$ cat src/rtl/fir_package.sv
// Shared types for the FIR job sequencer: FSM state, job descriptor,
// per-stream launch configuration and the word-count helper.
package fir_package;

  localparam int FIR_ADDR_WIDTH = 32;
  localparam int FIR_LEN_WIDTH  = 16;
  localparam int FIR_MAX_TAPS   = 64;

  typedef enum logic [2:0] {
    FIR_SEQ_IDLE   = 3'd0,
    FIR_SEQ_CLEAR  = 3'd1,
    FIR_SEQ_LAUNCH = 3'd2,
    FIR_SEQ_RUN    = 3'd3,
    FIR_SEQ_DONE   = 3'd4
  } fir_seq_state_t;

  typedef struct packed {
    logic [FIR_ADDR_WIDTH-1:0] x_base;
    logic [FIR_ADDR_WIDTH-1:0] h_base;
    logic [FIR_ADDR_WIDTH-1:0] y_base;
    logic [FIR_LEN_WIDTH-1:0]  nb_samples;
    logic [FIR_LEN_WIDTH-1:0]  nb_taps;
  } fir_job_t;

  typedef struct packed {
    logic [FIR_ADDR_WIDTH-1:0] base;
    logic [FIR_LEN_WIDTH-1:0]  words;
  } fir_seq_stream_cfg_t;

  // ceil(count / 2**shift) evaluated in LEN+1 bits, truncated to LEN bits.
  function automatic logic [FIR_LEN_WIDTH-1:0] fir_ceil_words(
    input logic [FIR_LEN_WIDTH:0] count,
    input int unsigned            shift
  );
    logic [FIR_LEN_WIDTH:0] round_up;
    logic [FIR_LEN_WIDTH:0] sum;
    round_up = ((FIR_LEN_WIDTH+1)'(1) << shift) - (FIR_LEN_WIDTH+1)'(1);
    sum      = count + round_up;
    sum      = sum >> shift;
    return sum[FIR_LEN_WIDTH-1:0];
  endfunction

endpackage

$ cat src/rtl/fir_seq_done_tracker.sv
// Sticky completion flags for the x source, h source and y sink.
// all_done_o already includes pulses arriving in the current cycle so a
// final done pulse is never lost on the cycle the job wraps up.
module fir_seq_done_tracker (
  input  logic clk_i,
  input  logic rst_i,
  input  logic clear_i,
  input  logic set_en_i,
  input  logic x_done_i,
  input  logic h_done_i,
  input  logic y_done_i,
  output logic all_done_o
);

  logic [2:0] flags_q;
  logic [2:0] pulses;

  assign pulses     = {y_done_i, h_done_i, x_done_i} & {3{set_en_i}};
  assign all_done_o = &(flags_q | pulses);

  // Accumulate done pulses; clear has priority over any set.
  always_ff @(posedge clk_i) begin
    if (rst_i || clear_i) begin
      flags_q <= 3'b000;
    end else begin
      flags_q <= flags_q | pulses;
    end
  end

endmodule

$ cat src/rtl/fir_stream_sequencer.sv
// Job-level controller for the FIR streamer: latches and validates one
// job descriptor, derives per-stream word counts, launches the x/h sources
// and y sink together, waits for all three and reports completion.
//
// Handshake: start_i is a single-cycle trigger, accepted only when busy_o=0;
// each *_done_i is a single-cycle pulse, remembered until the job ends.
// state_o exposes the FSM state for debug and checkers.
module fir_stream_sequencer
  import fir_package::*;
#(
  parameter int ADDR_WIDTH = FIR_ADDR_WIDTH,
  parameter int LEN_WIDTH  = FIR_LEN_WIDTH,
  parameter int DATA_WIDTH = 16,
  parameter int MEM_WIDTH  = 32,
  parameter int MAX_TAPS   = FIR_MAX_TAPS
) (
  input  logic                  clk_i,
  input  logic                  rst_i,
  input  logic                  clear_i,
  input  logic                  start_i,
  input  logic [ADDR_WIDTH-1:0] x_addr_i,
  input  logic [ADDR_WIDTH-1:0] h_addr_i,
  input  logic [ADDR_WIDTH-1:0] y_addr_i,
  input  logic [LEN_WIDTH-1:0]  nb_samples_i,
  input  logic [LEN_WIDTH-1:0]  nb_taps_i,
  output logic                  x_req_start_o,
  output logic                  h_req_start_o,
  output logic                  y_req_start_o,
  output logic [ADDR_WIDTH-1:0] x_base_o,
  output logic [ADDR_WIDTH-1:0] h_base_o,
  output logic [ADDR_WIDTH-1:0] y_base_o,
  output logic [LEN_WIDTH-1:0]  x_words_o,
  output logic [LEN_WIDTH-1:0]  h_words_o,
  output logic [LEN_WIDTH-1:0]  y_words_o,
  input  logic                  x_done_i,
  input  logic                  h_done_i,
  input  logic                  y_done_i,
  output logic                  stream_clear_o,
  output logic                  stream_enable_o,
  output logic [LEN_WIDTH-1:0]  dp_nb_taps_o,
  output logic                  busy_o,
  output logic                  done_o,
  output logic                  err_o,
  output logic [31:0]           cycles_o,
  output fir_seq_state_t        state_o
);

  // Elements per memory word is a power of two, so division is a shift.
  localparam int unsigned R_SHIFT = $clog2(MEM_WIDTH / DATA_WIDTH);

  fir_seq_state_t      state_q;
  fir_job_t            job_in;
  fir_seq_stream_cfg_t x_cfg_q, h_cfg_q, y_cfg_q;
  logic [LEN_WIDTH-1:0] taps_q;

  logic [LEN_WIDTH:0]   x_span;
  logic [LEN_WIDTH-1:0] x_words_c, h_words_c, y_words_c;
  logic                 job_valid;
  logic                 all_done;
  logic                 track_en;
  logic                 track_clear;

  assign job_in = '{
    x_base:     x_addr_i,
    h_base:     h_addr_i,
    y_base:     y_addr_i,
    nb_samples: nb_samples_i,
    nb_taps:    nb_taps_i
  };

  // x is read for N+T-1 samples so every output sees a full tap window.
  assign x_span    = {1'b0, job_in.nb_samples} + {1'b0, job_in.nb_taps}
                   - (LEN_WIDTH+1)'(1);
  assign x_words_c = fir_ceil_words(x_span, R_SHIFT);
  assign h_words_c = fir_ceil_words({1'b0, job_in.nb_taps}, R_SHIFT);
  assign y_words_c = fir_ceil_words({1'b0, job_in.nb_samples}, R_SHIFT);

  assign job_valid = (job_in.nb_samples != '0) && (job_in.nb_taps != '0)
                   && (job_in.nb_taps <= LEN_WIDTH'(MAX_TAPS));

  // Done pulses can arrive as early as the launch cycle itself.
  assign track_en    = (state_q == FIR_SEQ_LAUNCH) || (state_q == FIR_SEQ_RUN);
  assign track_clear = clear_i || (state_q == FIR_SEQ_DONE);

  fir_seq_done_tracker u_done_tracker (
    .clk_i      (clk_i),
    .rst_i      (rst_i),
    .clear_i    (track_clear),
    .set_en_i   (track_en),
    .x_done_i   (x_done_i),
    .h_done_i   (h_done_i),
    .y_done_i   (y_done_i),
    .all_done_o (all_done)
  );

  assign x_base_o     = x_cfg_q.base;
  assign h_base_o     = h_cfg_q.base;
  assign y_base_o     = y_cfg_q.base;
  assign x_words_o    = x_cfg_q.words;
  assign h_words_o    = h_cfg_q.words;
  assign y_words_o    = y_cfg_q.words;
  assign dp_nb_taps_o = taps_q;
  assign state_o      = state_q;

  // Job FSM with registered pulse/level outputs and the RUN cycle counter.
  always_ff @(posedge clk_i) begin
    if (rst_i || clear_i) begin
      state_q         <= FIR_SEQ_IDLE;
      x_cfg_q         <= '0;
      h_cfg_q         <= '0;
      y_cfg_q         <= '0;
      taps_q          <= '0;
      x_req_start_o   <= 1'b0;
      h_req_start_o   <= 1'b0;
      y_req_start_o   <= 1'b0;
      stream_clear_o  <= 1'b0;
      stream_enable_o <= 1'b0;
      busy_o          <= 1'b0;
      done_o          <= 1'b0;
      err_o           <= 1'b0;
      cycles_o        <= '0;
    end else begin
      stream_clear_o <= 1'b0;
      x_req_start_o  <= 1'b0;
      h_req_start_o  <= 1'b0;
      y_req_start_o  <= 1'b0;
      done_o         <= 1'b0;
      err_o          <= 1'b0;
      case (state_q)
        FIR_SEQ_IDLE: begin
          if (start_i) begin
            if (job_valid) begin
              x_cfg_q        <= '{base: job_in.x_base, words: x_words_c};
              h_cfg_q        <= '{base: job_in.h_base, words: h_words_c};
              y_cfg_q        <= '{base: job_in.y_base, words: y_words_c};
              taps_q         <= job_in.nb_taps;
              stream_clear_o <= 1'b1;
              busy_o         <= 1'b1;
              state_q        <= FIR_SEQ_CLEAR;
            end else begin
              err_o <= 1'b1;
            end
          end
        end
        FIR_SEQ_CLEAR: begin
          x_req_start_o   <= 1'b1;
          h_req_start_o   <= 1'b1;
          y_req_start_o   <= 1'b1;
          stream_enable_o <= 1'b1;
          cycles_o        <= '0;
          state_q         <= FIR_SEQ_LAUNCH;
        end
        FIR_SEQ_LAUNCH: begin
          state_q <= FIR_SEQ_RUN;
        end
        FIR_SEQ_RUN: begin
          if (cycles_o != '1) begin
            cycles_o <= cycles_o + 32'd1;
          end
          if (all_done) begin
            done_o          <= 1'b1;
            stream_enable_o <= 1'b0;
            state_q         <= FIR_SEQ_DONE;
          end
        end
        FIR_SEQ_DONE: begin
          busy_o  <= 1'b0;
          state_q <= FIR_SEQ_IDLE;
        end
        default: begin
          state_q <= FIR_SEQ_IDLE;
        end
      endcase
    end
  end

endmodule

$ cat config.mk
export PLATFORM = sky130hd
export DESIGN_NAME = fir_stream_sequencer
export DESIGN_NICKNAME = d
export VERILOG_FILES = /design/src/rtl/fir_package.sv /design/src/rtl/fir_seq_done_tracker.sv /design/src/rtl/fir_stream_sequencer.sv
export SDC_FILE = /design/constraint.sdc
export NUM_CORES = 1
export LEC_CHECK = 0
export CORE_UTILIZATION = 40
export CTS_CLUSTER_DIAMETER = 100
export CTS_CLUSTER_SIZE = 10
export DETAILED_ROUTE_END_ITERATION = 6
export PLACE_DENSITY_LB_ADDON = 0.12
export SLEW_MARGIN = 40
export SYNTH_ARGS = -nofsm -noshare
export SYNTH_HDL_FRONTEND = slang
export SYNTH_HIERARCHICAL = 1
export SYNTH_SLANG_ARGS = --single-unit
$ cat constraint.sdc
create_clock -name clk_i -period 2.8 [get_ports clk_i]
set_input_delay 0.28 -clock clk_i [delete_from_list [all_inputs] [get_ports clk_i]]
set_output_delay 0.28 -clock clk_i [all_outputs]
set_load 0.03 [all_outputs]
* After elaboration in Yosys (flattened, before gate mapping)
Index checks and enable logic that the tools add are counted.
** Storage, ports and cells
- Bits in registers :: 204
- Input bits :: 135
- Word-level logic and storage cells :: 71
** Cells by class
- $add $sub $neg :: 6
- Order comparisons :: 1
- Eq/ne operators :: 9
- Multiplexer cells :: 15
- Bitwise operators :: 5
- Reductions and logical operators :: 19
** Operators by type and width (number)
- one-hot mux 32 bit (2 select lines) :: 1
- adder 16 x 1 -> 17 bit, second input constant :: 2
- adder 32 x 1 -> 32 bit, second input constant :: 1
- two-way mux 32 bit :: 1
- != test 32 bit, second input constant :: 1
- nonzero test 16 bit :: 2
- adder 16 x 16 -> 17 bit :: 1
- adder 17 x 1 -> 17 bit, second input constant :: 1
- subtractor 17 x 1 -> 17 bit, second input constant :: 1
- <= comparator 16 x 7 -> 1 bit, second input constant :: 1
- one-hot mux 3 bit (4 select lines) :: 1
- AND reduction 3 bit :: 4
- two-way mux 3 bit :: 3
- two-way mux 1 bit :: 7
- == test 3 x 2 -> 1 bit, second input constant :: 2
- != test 2 bit, second input constant :: 3
- logical OR 1 bit :: 4
- one-hot mux 1 bit (2 select lines) :: 2
- AND reduction 2 bit :: 2
- nonzero test 2 bit :: 2
- bitwise AND 3 bit :: 1
- == test 3 x 1 -> 1 bit, second input constant :: 1
- == test 3 bit, second input constant :: 1
- zero test 3 bit :: 1
- 6 further kinds :: 9

* Depth between registers and ports, before layout
Gate-level depths: netlist of run 1.
- Depth after elaboration :: 7
- Gate-level depth with buffers :: 10
- Gate-level depth less buffers :: 8

* Cells and area by module
The synthesis of run 1 kept the hierarchy.
** Modules (own cells, without submodules)
- fir_stream_sequencer :: instances 1, cells an instance 1066, area each 8648.3 um^2
- fir_seq_done_tracker :: instances 1, cells an instance 12, area each 115.1 um^2

* Least setup slack after synthesis of run 1
Ideal clock, no wire load.
- Path type :: reg2reg
- Start point :: register state_q[2] (netlist: state_o[2])
- End point :: register taps_q[0] (netlist: dp_nb_taps_o[0])
- Setup time :: 0.132 ns
- Arrival :: 2.138 ns
- Required time :: 2.668 ns
- Path slack :: 0.529 ns
- Stages on the path, launching flop included :: 10
- Clock period less this slack :: 2.271 ns
- Cell sequence :: dfxtp_1 -> buf_6 -> nor4b_4 -> nand4_1 -> or4_1 -> buf_2 -> clkbuf_1 -> buf_2 -> nand2_1 -> a21oi_1
** Between the ends
- Cells in the longest elaborated chain, start to end :: 2
** Ends and longest elaborated chain
- start: declaration :: line fir_stream_sequencer.sv:51 : fir_seq_state_t state_q;
- start signal: assignment :: line fir_stream_sequencer.sv:108 : state_q <= FIR_SEQ_IDLE;
- start signal: assignment :: line fir_stream_sequencer.sv:139 : state_q <= FIR_SEQ_CLEAR;
- start signal: assignment :: line fir_stream_sequencer.sv:151 : state_q <= FIR_SEQ_LAUNCH;
- zero test 3 bit :: line fir_stream_sequencer.sv:129 : case (state_q)
- AND reduction 3 bit (no source line)
- end signal: assignment :: line fir_stream_sequencer.sv:136 : taps_q <= job_in.nb_taps;
- end: declaration :: line fir_stream_sequencer.sv:54 : logic [LEN_WIDTH-1:0] taps_q;
Every way passes these cells.
A chain may end at the register's enable or synchronous reset.

* Final worst setup path of run 1
- Start point :: register state_q[1] (netlist: state_o[1])
- End point :: register cycles_o[8]
** Between the ends
- Cells in the longest elaborated chain, start to end :: 3
** Ends and longest elaborated chain
- == test 3 x 2 -> 1 bit or == test 3 x 1 -> 1 bit (tied branches) :: line fir_stream_sequencer.sv:129
- != test 2 x 1 -> 1 bit (no source line) or nonzero test 2 bit (tied branches)
- AND reduction 2 bit (no source line)
- end signal: assignment :: line fir_stream_sequencer.sv:158 : cycles_o <= cycles_o + 32'd1;
- end: declaration :: line fir_stream_sequencer.sv:44 : output logic [31:0] cycles_o,
Parallel ways exist; a longest one is shown, timed or not.

==> metrics, run 1 <==
outcome=complete, no violations; yosys warns=6; area share of the largest cell type after synthesis=46.60%; postcts setup bufs=0; Final Hold Viols=0; die height=150.0 um; Layout Skew=18.10 ps; Initial Util=41.30%; number of remaining DRC errors=0; post-synth top area cell=dfxtp_1; worst rel slew slack=47.62%; Crit path depth=5; Clock transition at path regs=60 ps; GRT overflow=0; Post-Place Setup Slack=97.87 ps; Worst Setup End Kind=flop; vias per inst=5.244; WP buf/inv=1; GP Congestion=0.8949; Longest Clk Path Bufs=3; Fmax=0.4359 GHz; Yosys cell types=62; register area=4084 sq um; Filler Cell Count=1,915; number of clock sinks=204; FF-to-FF setup slack=510 ps; Worst Setup EP=cycles_o[8]; commonest non-fill, non-tap cells in the layout=clkdlybuf4s50_1, nand2_1, dfxtp_1; mean area per synthesized cell=8.129 sq um; HP Class=input pin to flop; Final ANT Viol Nets=0; fin crit share=81.92%; WL per Instance=16.84 um; Critical Path AT=2650 ps; Core Rows=53; CP Class=flop to flop; crit path max-delay cell type=dfxtp_1; setup TNS=0 ps; Synth area leaders=dfxtp_1, nand2_1, a21oi_1; Post-Synthesis Cells=1,078; ANT cells=0; largest net degree at the start of global routing=106; Seq/Total Area, Yosys=46.60%; Data required, critical path=3150 ps; Critical Path Fanout Max=15; leakage power=4.555 nW; drt pass-1 iters=5; initial antenna violation count=0; Setup-failing EPs final=0; cell chain of the critical path=inv_1 > or4_1 > o41a_1 > or4b_2 > a21oi_1; CTS tree=done; Yosys reg bits=204; ys async rst share=0%; Most used DFF post-synth=dfxtp_1; # IOs=338; DIE WIDTH=150.0 um; post-layout net count=1,577; crit path from=state_o[1]; Worst VDD drop=412.4 uV; hold_sp=h_addr_i[22]; Clock Tree Root=clkbuf_16; core region area=21,220 sq um; clock buffer count from CTS=24; Slew Viols, Final=0; cells resized by post-CTS repair=0; worst reg2reg path startpoint=state_o[1]; Multi-input gate area=4347 sq um; Total Power=6.112 mW; Post-Synthesis Cell Area=8763 sq um; cts hold-fix bufs=0; vias in the first global route=8,403; Max-Cap Viols=0; All-Layer GR Usage=24.46%; # port buffers=337; dpl hpwl=20.78 mm; die area=22,500 sq um; first-pass GRT wire length=43.90 mm; startpoint class of the critical path=flop; delay-heaviest family, CP=simple AND/OR/NAND/NOR gates; share of cells above drive strength 1=6.193%; Post-synth EDFFs=0; Clk Latency, worst-skew pair=510 ps; H-tree level count=1; R2R cell count=5; final worst slack=506.1 ps; RSZ-0062 raised after global routing=false; Worst-Margin Slew=780.5 ps; final worst path period need=2294 ps; Reg-to-Reg End=cycles_o[8]; detailed-route wire length=28.55 mm; syn nets=1,234; commonest non-fill, non-tap cell in the layout=clkdlybuf4s50_1; slowest stage delay, CP=650 ps; routed vias=8,893; drt first-iter violations=381; Power Density=460.7 nW/um^2; Area Growth Syn to Fin=51.40%
## stage by stage
stage	hold WS, ps	cells	utilization, %	cell area (sq um)
global route	327.8	1696	62.52	13270
CTS	308.7	1696	62.52	13270
detailed placement	442.0	1670	59.53	12630
global placement	436.4	1670	59.53	12630
floorplan	356.8	1078	-	8763
finish	324.1	1696	62.52	13270
## flip-flops by register name, indices dropped and copies added, names as in the netlist
signal / cells
done_o: 1
y_words_o: 16
y_req_start_o: 1
x_words_o: 16
stream_clear_o: 1
x_base_o: 32
state_o: 3
y_base_o: 32
stream_enable_o: 1
h_base_o: 32
err_o: 1
u_done_tracker/flags_q: 3
h_words_o: 16
dp_nb_taps_o: 16
busy_o: 1
cycles_o: 32
## worst min path at each step
stage / to / slack [ps] / depth (start not counted)
4_1_cts: h_base_o[13] / 310 / 3
3_5_place_dp: h_base_o[21] / 440 / 2
3_3_place_gp: x_base_o[31] / 440 / 2
2_1_floorplan: u_done_tracker/flags_q[0] / 360 / 1
6_report: h_base_o[22] / 320 / 3
5_1_grt: y_base_o[1] / 330 / 3
## report_power, final
group	switching (mW)	total (mW)	leakage, nW	internal, mW
sequential	0.000278	2.91	1.64	2.90
clock	1.12	2.68	0.312	1.56
combinational	0.248	0.527	2.60	0.279
## routing by layer
metal	up-vias	global-route usage, %	wire, um
li1	4477	-	-
met2	276	40.02	13400
met1	4093	30.89	12230
met4	0	7.121	759
met5	-	0	0
met3	47	7.317	2168
## cell usage after synthesis (2+ instances only)
| master | number |
|---|---|
| nand2_1 | 292 |
| dfxtp_1 | 204 |
| a21oi_1 | 174 |
| and3_1 | 36 |
| clkbuf_1 | 32 |
| buf_2 | 27 |
| nand3_1 | 27 |
| o21ai_0 | 21 |
| ha_1 | 20 |
| nand4_1 | 20 |
| nor2_1 | 19 |
| or4_1 | 19 |
| o31ai_1 | 15 |
| nor3_1 | 14 |
| nor4_1 | 14 |
| xor2_1 | 13 |
| inv_1 | 12 |
| xnor2_1 | 12 |
| o211ai_1 | 11 |
| or3_1 | 11 |
| a21o_1 | 8 |
| and4_1 | 7 |
| a211oi_1 | 5 |
| and2_1 | 5 |
| o2111ai_1 | 4 |
| a311oi_1 | 3 |
| a31oi_1 | 3 |
| buf_1 | 3 |
| nand2b_1 | 3 |
| a2111o_1 | 2 |
| a21boi_0 | 2 |
| a311o_1 | 2 |
| a31o_2 | 2 |
| and3b_1 | 2 |
| buf_4 | 2 |
| buf_6 | 2 |
| nor4_2 | 2 |
| o21ai_1 | 2 |
| o41ai_1 | 2 |
| or2_2 | 2 |
## kinds of logic after synthesis
family | Yosys count | share of synthesized area, %
XOR/XNOR | 25 | 2.499
flip-flops | 204 | 46.60
AND/OR/NAND/NOR | 481 | 25.94
buffers and inverters | 79 | 4.040
AO/OA/AOI/OAI | 268 | 17.83
adder cells (fa/ha/maj) | 21 | 3.084
## area by class of cell
cell class / count / share of cell area, %
Inverter: 12 / 0.3395
Tap cell: 275 / 2.593
Multi-Input combinational cell: 795 / 32.76
Clock inverter: 1 / 0.06601
Timing Repair Buffer: 384 / 28.74
Clock buffer: 25 / 4.715
Sequential cell: 204 / 30.78
## worst reg2reg max path: stages (launching register included)
cell	delay, ps
dfxtp_1	650
inv_1	150
or4_1	630
o41a_1	440
or4b_2	220
a21oi_1	60
(Power assumes the default switching activity.)
==> inputs of run 2 (changes only) <==
- clock period: 2.8 -> 2 ns (I/O delays scaled with it)
==> metrics, run 2 (synthesis results as in run 1) <==
Fmax=0.4655 GHz; number of remaining DRC errors=0; final worst slack=-148.0 ps; Cells after DPL=1,772; first-pass GRT wire length=45.82 mm; register area=4115 sq um; cell chain of the critical path=nor4b_4 > nand4_1 > or4_4 > buf_12 > nand2_1 > a21oi_1; Setup-failing EPs final=152; Critical Path Fanout Max=69; leakage power=5.209 nW; Data required, critical path=2380 ps; drt first-iter violations=409; Longest Clk Path Bufs=3; vias in the first global route=9,092; Post-Place Setup Slack=-687.1 ps; Core Rows=53; violated checks=negative setup slack; # IOs=338; WL per Instance=16.39 um; fin crit share=107.4%; routed vias=9,413; crit path max-delay cell type=or4_4; Layout Skew=22.33 ps; GP Congestion=0.9367; # port buffers=337; slowest stage delay, CP=550 ps; core region area=21,220 sq um; worst rel slew slack=68.30%; die height=150.0 um; die area=22,500 sq um; RSZ-0062 raised after global routing=true; detailed-route wire length=29.68 mm; H-tree level count=1; Final ANT Viol Nets=0; Filler Cell Count=1,804; Worst-Margin Slew=475.5 ps; Slew Viols, Final=0; startpoint class of the critical path=flop; Worst Setup End Kind=flop; outcome=finished, violations left; Max-Cap Viols=0; Final Hold Viols=0; initial antenna violation count=1; All-Layer GR Usage=25.22%; HP Class=input pin to flop; Clock transition at path regs=60 ps; Clock Tree Root=clkbuf_16; vias per inst=5.198; delay-heaviest family, CP=simple AND/OR/NAND/NOR gates; Initial Util=41.30%; Worst VDD drop=623.1 uV; commonest non-fill, non-tap cell in the layout=clkdlybuf4s50_1; final worst path period need=2148 ps; CTS tree=done; largest net degree at the start of global routing=70; CP Class=flop to flop; Area Growth Syn to Fin=66.03%; commonest non-fill, non-tap cells in the layout=clkdlybuf4s50_1, nand2_1, dfxtp_1; clock buffer count from CTS=24; dpl hpwl=21.59 mm; Power Density=595.0 nW/um^2; DIE WIDTH=150.0 um; share of cells above drive strength 1=20.39%; Critical Path AT=2520 ps; Clk Latency, worst-skew pair=520 ps; Final Non-Filler Cells=1,811; GRT overflow=0; Multi-input gate area=4646 sq um; drt pass-1 iters=5; post-layout net count=1,690; WP buf/inv=1; number of clock sinks=204
run 2: changes by cell type in the layout (fill, tap and decap cells not counted), sizes merged:
cell	before	now
buf	47	157
clkbuf	25	28
clkdlybuf4s50	337	336
clkinv	1	2
diode	0	1
dlygate4sd2	0	1
run 2: path summary, 6_finish.rpt:
check | start | to | slack, ps | cells after the start
min reg2reg | x_base_o[23] | x_base_o[23] | 450 | 2
max | state_o[1] | h_base_o[2] | -150 | 6
max reg2reg | state_o[1] | h_base_o[2] | -150 | 6
min | x_addr_i[22] | x_base_o[22] | 230 | 3
run 2: per-layer routing:
metal | GRT usage, % | wire, um | up-vias
met5 | 0 | 0 | -
met4 | 7.071 | 674 | 0
met3 | 7.012 | 2279 | 48
met2 | 43.80 | 14430 | 298
met1 | 30.23 | 12300 | 4365
li1 | - | - | 4702
run 2: through the flow:
stage          TNS (ps)  instance area [sq um]  hold slack, ps  util, %  total power [mW]
2_1_floorplan    -19960                   9109           276.8        -             4.441
3_3_place_gp     -95030                  13630           437.2    64.24             4.987
3_5_place_dp     -98580                  13630           442.0    64.24             4.990
4_1_cts          -20390                  14350           208.6    67.64             8.731
5_1_grt          -22740                  14550           222.0    68.57             8.971
6_report         -11000                  14550           228.7    68.57             8.657
run 2: where the power goes:
group / total, mW / internal [mW] / switching, mW
clock: 3.73 / 2.12 / 1.61
combinational: 0.860 / 0.486 / 0.374
sequential: 4.06 / 4.06 / 0.000420
run 2: timing repair:
action | 4_1_cts | 5_1_grt
hold buffers | 0 | 0
cloned | 0 | 2
pin swaps | 8 | 9
resized for setup | 15 | 30
buffers inserted | 4 | 5
endpoints found under the setup margin | 158 | 172
run 2: worst register-to-register path, delay by kind of cell (launching register included):
family | cells | cell delay (ps)
buf+inv | 1 | 240
flops | 1 | 350
compound gates | 1 | 70
simple gates | 4 | 1360
run 2: final cells by class:
class | instances | area share (%)
Antenna cell | 1 | 0.01720
Clock buffer | 25 | 4.153
Clock inverter | 2 | 0.1720
Inverter | 12 | 0.3096
Multi-Input combinational cell | 795 | 31.93
Sequential cell | 204 | 28.28
Tap cell | 275 | 2.365
Timing Repair Buffer | 497 | 32.77
==> inputs of run 3 (changes only) <==
- CORE_MARGIN: not set -> 8
- SYNTH_HIERARCHICAL: 1 -> not set
==> metrics, run 3 <==
Final Hold Viols=0; Slew Viols, Final=0; most numerous cell in the Yosys netlist=nand2_1; GP Congestion=0.8837; Power Density=597.4 nW/um^2; Core Rows=53; CTS tree=done; Initial Util=40.96%; Clock transition at path regs=60 ps; Clock Tree Root=clkbuf_16; Longest Clk Path Bufs=3; Worst VDD drop=601.1 uV; RSZ-0062 raised after global routing=true; Multi-input gate area=4564 sq um; Layout Skew=12.67 ps; commonest non-fill, non-tap cell in the layout=clkdlybuf4s50_1; Setup-failing EPs final=0; FF-to-FF setup slack=30 ps; Fmax=0.5029 GHz; cts hold-fix bufs=0; post-layout net count=1,683; Critical Path AT=2380 ps; register area=4158 sq um; Post-Synthesis Cell Area=8638 sq um; Clk Latency, worst-skew pair=510 ps; first-pass GRT wire length=46.87 mm; syn nets=1,233; Seq/Total Area, Yosys=47.28%; share of cells above drive strength 1=17.04%; mean area per synthesized cell=8.021 sq um; ys async rst share=0%; Worst Setup End Kind=flop; Final ANT Viol Nets=0; initial antenna violation count=7; yosys warns=0; drt first-iter violations=506; H-tree level count=1; startpoint class of the critical path=input pin; Filler Cell Count=1,743; Worst-Margin Slew=587.7 ps; GRT overflow=0; dpl hpwl=22.72 mm; Data required, critical path=2390 ps; drt pass-1 iters=5; Cells after DPL=1,764; area share of the largest cell type after synthesis=47.28%; number of clock sinks=204; Post-synth EDFFs=0; dpl cell area=13,340 sq um; leakage power=5.338 nW; die height=163.0 um; number of remaining DRC errors=0; post-synth top area cell=dfxtp_1; final worst path period need=1988 ps; routed vias=9,198; vias per inst=5.079; Area Growth Syn to Fin=68.83%; # IOs=338; met3 WL post-DR=2.653 mm; WL met1=12.23 mm; Final Non-Filler Cells=1,811; Synth top cells by count=nand2_1, dfxtp_1, a21oi_1; CP Class=input pin to flop; # port buffers=337; Synth area leaders=dfxtp_1, nand2_1, a21oi_1; HP Class=input pin to flop; WHS=161.2 ps; outcome=complete, no violations; vias in the first global route=8,911; commonest non-fill, non-tap cells in the layout=clkdlybuf4s50_1, nand2_1, dfxtp_1; Most used DFF post-synth=dfxtp_1; Total Power=8.712 mW; clock buffer count from CTS=24; detailed-route wire length=30.95 mm; worst rel slew slack=60.82%; largest net degree at the start of global routing=76; Max-Cap Viols=0; fin util=69.16%; WL per Instance=17.09 um; die area=26,550 sq um; Yosys reg bits=204; top sig layer=met5; Yosys cell types=53; DIE WIDTH=163.0 um; Post-Synthesis Cells=1,077; post-route cell area=14,580 sq um; core region area=21,090 sq um; metal2 WL=15.04 mm; fin crit share=99.42%; All-Layer GR Usage=21.62%; Critical Path Fanout Max=4
## run 3: cell types whose count changed in the layout (fill, tap and decap cells not counted), moves of 16 or more
cell and delta:
xor2_1 +18, nor2_1 +31, a21oi_1 -27, nand2_1 +63, nand2_2 -64, nand3_1 +16, clkdlybuf4s50_1 -17
## run 3: power breakdown
group | switching (mW) | internal, mW | leakage, nW
registers | 0.000992 | 4.04 | 1.66
clock network | 1.58 | 2.22 | 0.318
logic | 0.382 | 0.482 | 3.36
total | 1.96 | 6.75 | 5.34
## run 3: cell families (layout without fill, tap and decap cells)
group / Yosys count / count (layout) / share of synthesized area (%)
DFF: 204 / 204 / 47.28
buffers and inverters: 75 / 530 / 3.621
AOI/OAI and AO/OA: 208 / 208 / 13.01
adders and majority gates: 21 / 21 / 3.129
muxes: 3 / 3 / 0.3476
and+or+nand+nor: 518 / 518 / 27.75
other: 0 / 4 / 0
xor gates and xnor gates: 48 / 48 / 4.867
## run 3: repair_timing
item | in CTS | in global routing
buffers inserted | 6 | 0
gates cloned | 2 | 5
endpoints found under the setup margin | 134 | 144
resized for setup | 23 | 61
pin swaps | 11 | 32
## run 3: worst max-delay path: stages
cell             delay [ps]
clkdlybuf4s50_1         470
ha_4                    300
nand4_1                 130
a211oi_2                200
nor2_2                  100
or4bb_4                 560
and3_1                  160
a311o_1                 260
## run 3: routing by layer
| metal | vias to the layer above | global-route usage [%] |
|---|---|---|
| met2 | 300 | 37.31 |
| met4 | 8 | 7.089 |
| met5 | - | 0 |
| met1 | 4223 | 24.92 |
| li1 | 4597 | - |
| met3 | 70 | 6.850 |
## run 3: final cells by class
class                           count  share of cell area, %
Clock buffer                       30                  4.418
Clock inverter                      1                0.06005
Antenna cell                        4                0.06863
Sequential cell                   204                  28.51
Inverter                           11                 0.2831
Multi-Input combinational cell    798                  31.30
Timing Repair Buffer              488                  33.00
Tap cell                          275                  2.359
## run 3: metrics by stage
step | setup TNS, ps | setup slack, ps
4_1_cts | -860.0 | -53.27
5_1_grt | -2409 | -89.98
3_5_place_dp | -89340 | -754.9
2_1_floorplan | -10740 | -108.9
6_report | 0 | 11.54
3_3_place_gp | -85600 | -686.4
## run 3: path summary, 6_finish.rpt
| check | from | end | cells past startpoint |
|---|---|---|---|
| worst max-delay path | nb_taps_i[7] | x_words_o[14] | 8 |
| worst min-delay path | nb_taps_i[0] | dp_nb_taps_o[0] | 4 |
| worst max register to register | state_o[1] | x_words_o[7] | 5 |
| worst min register to register | h_base_o[23] | h_base_o[23] | 2 |
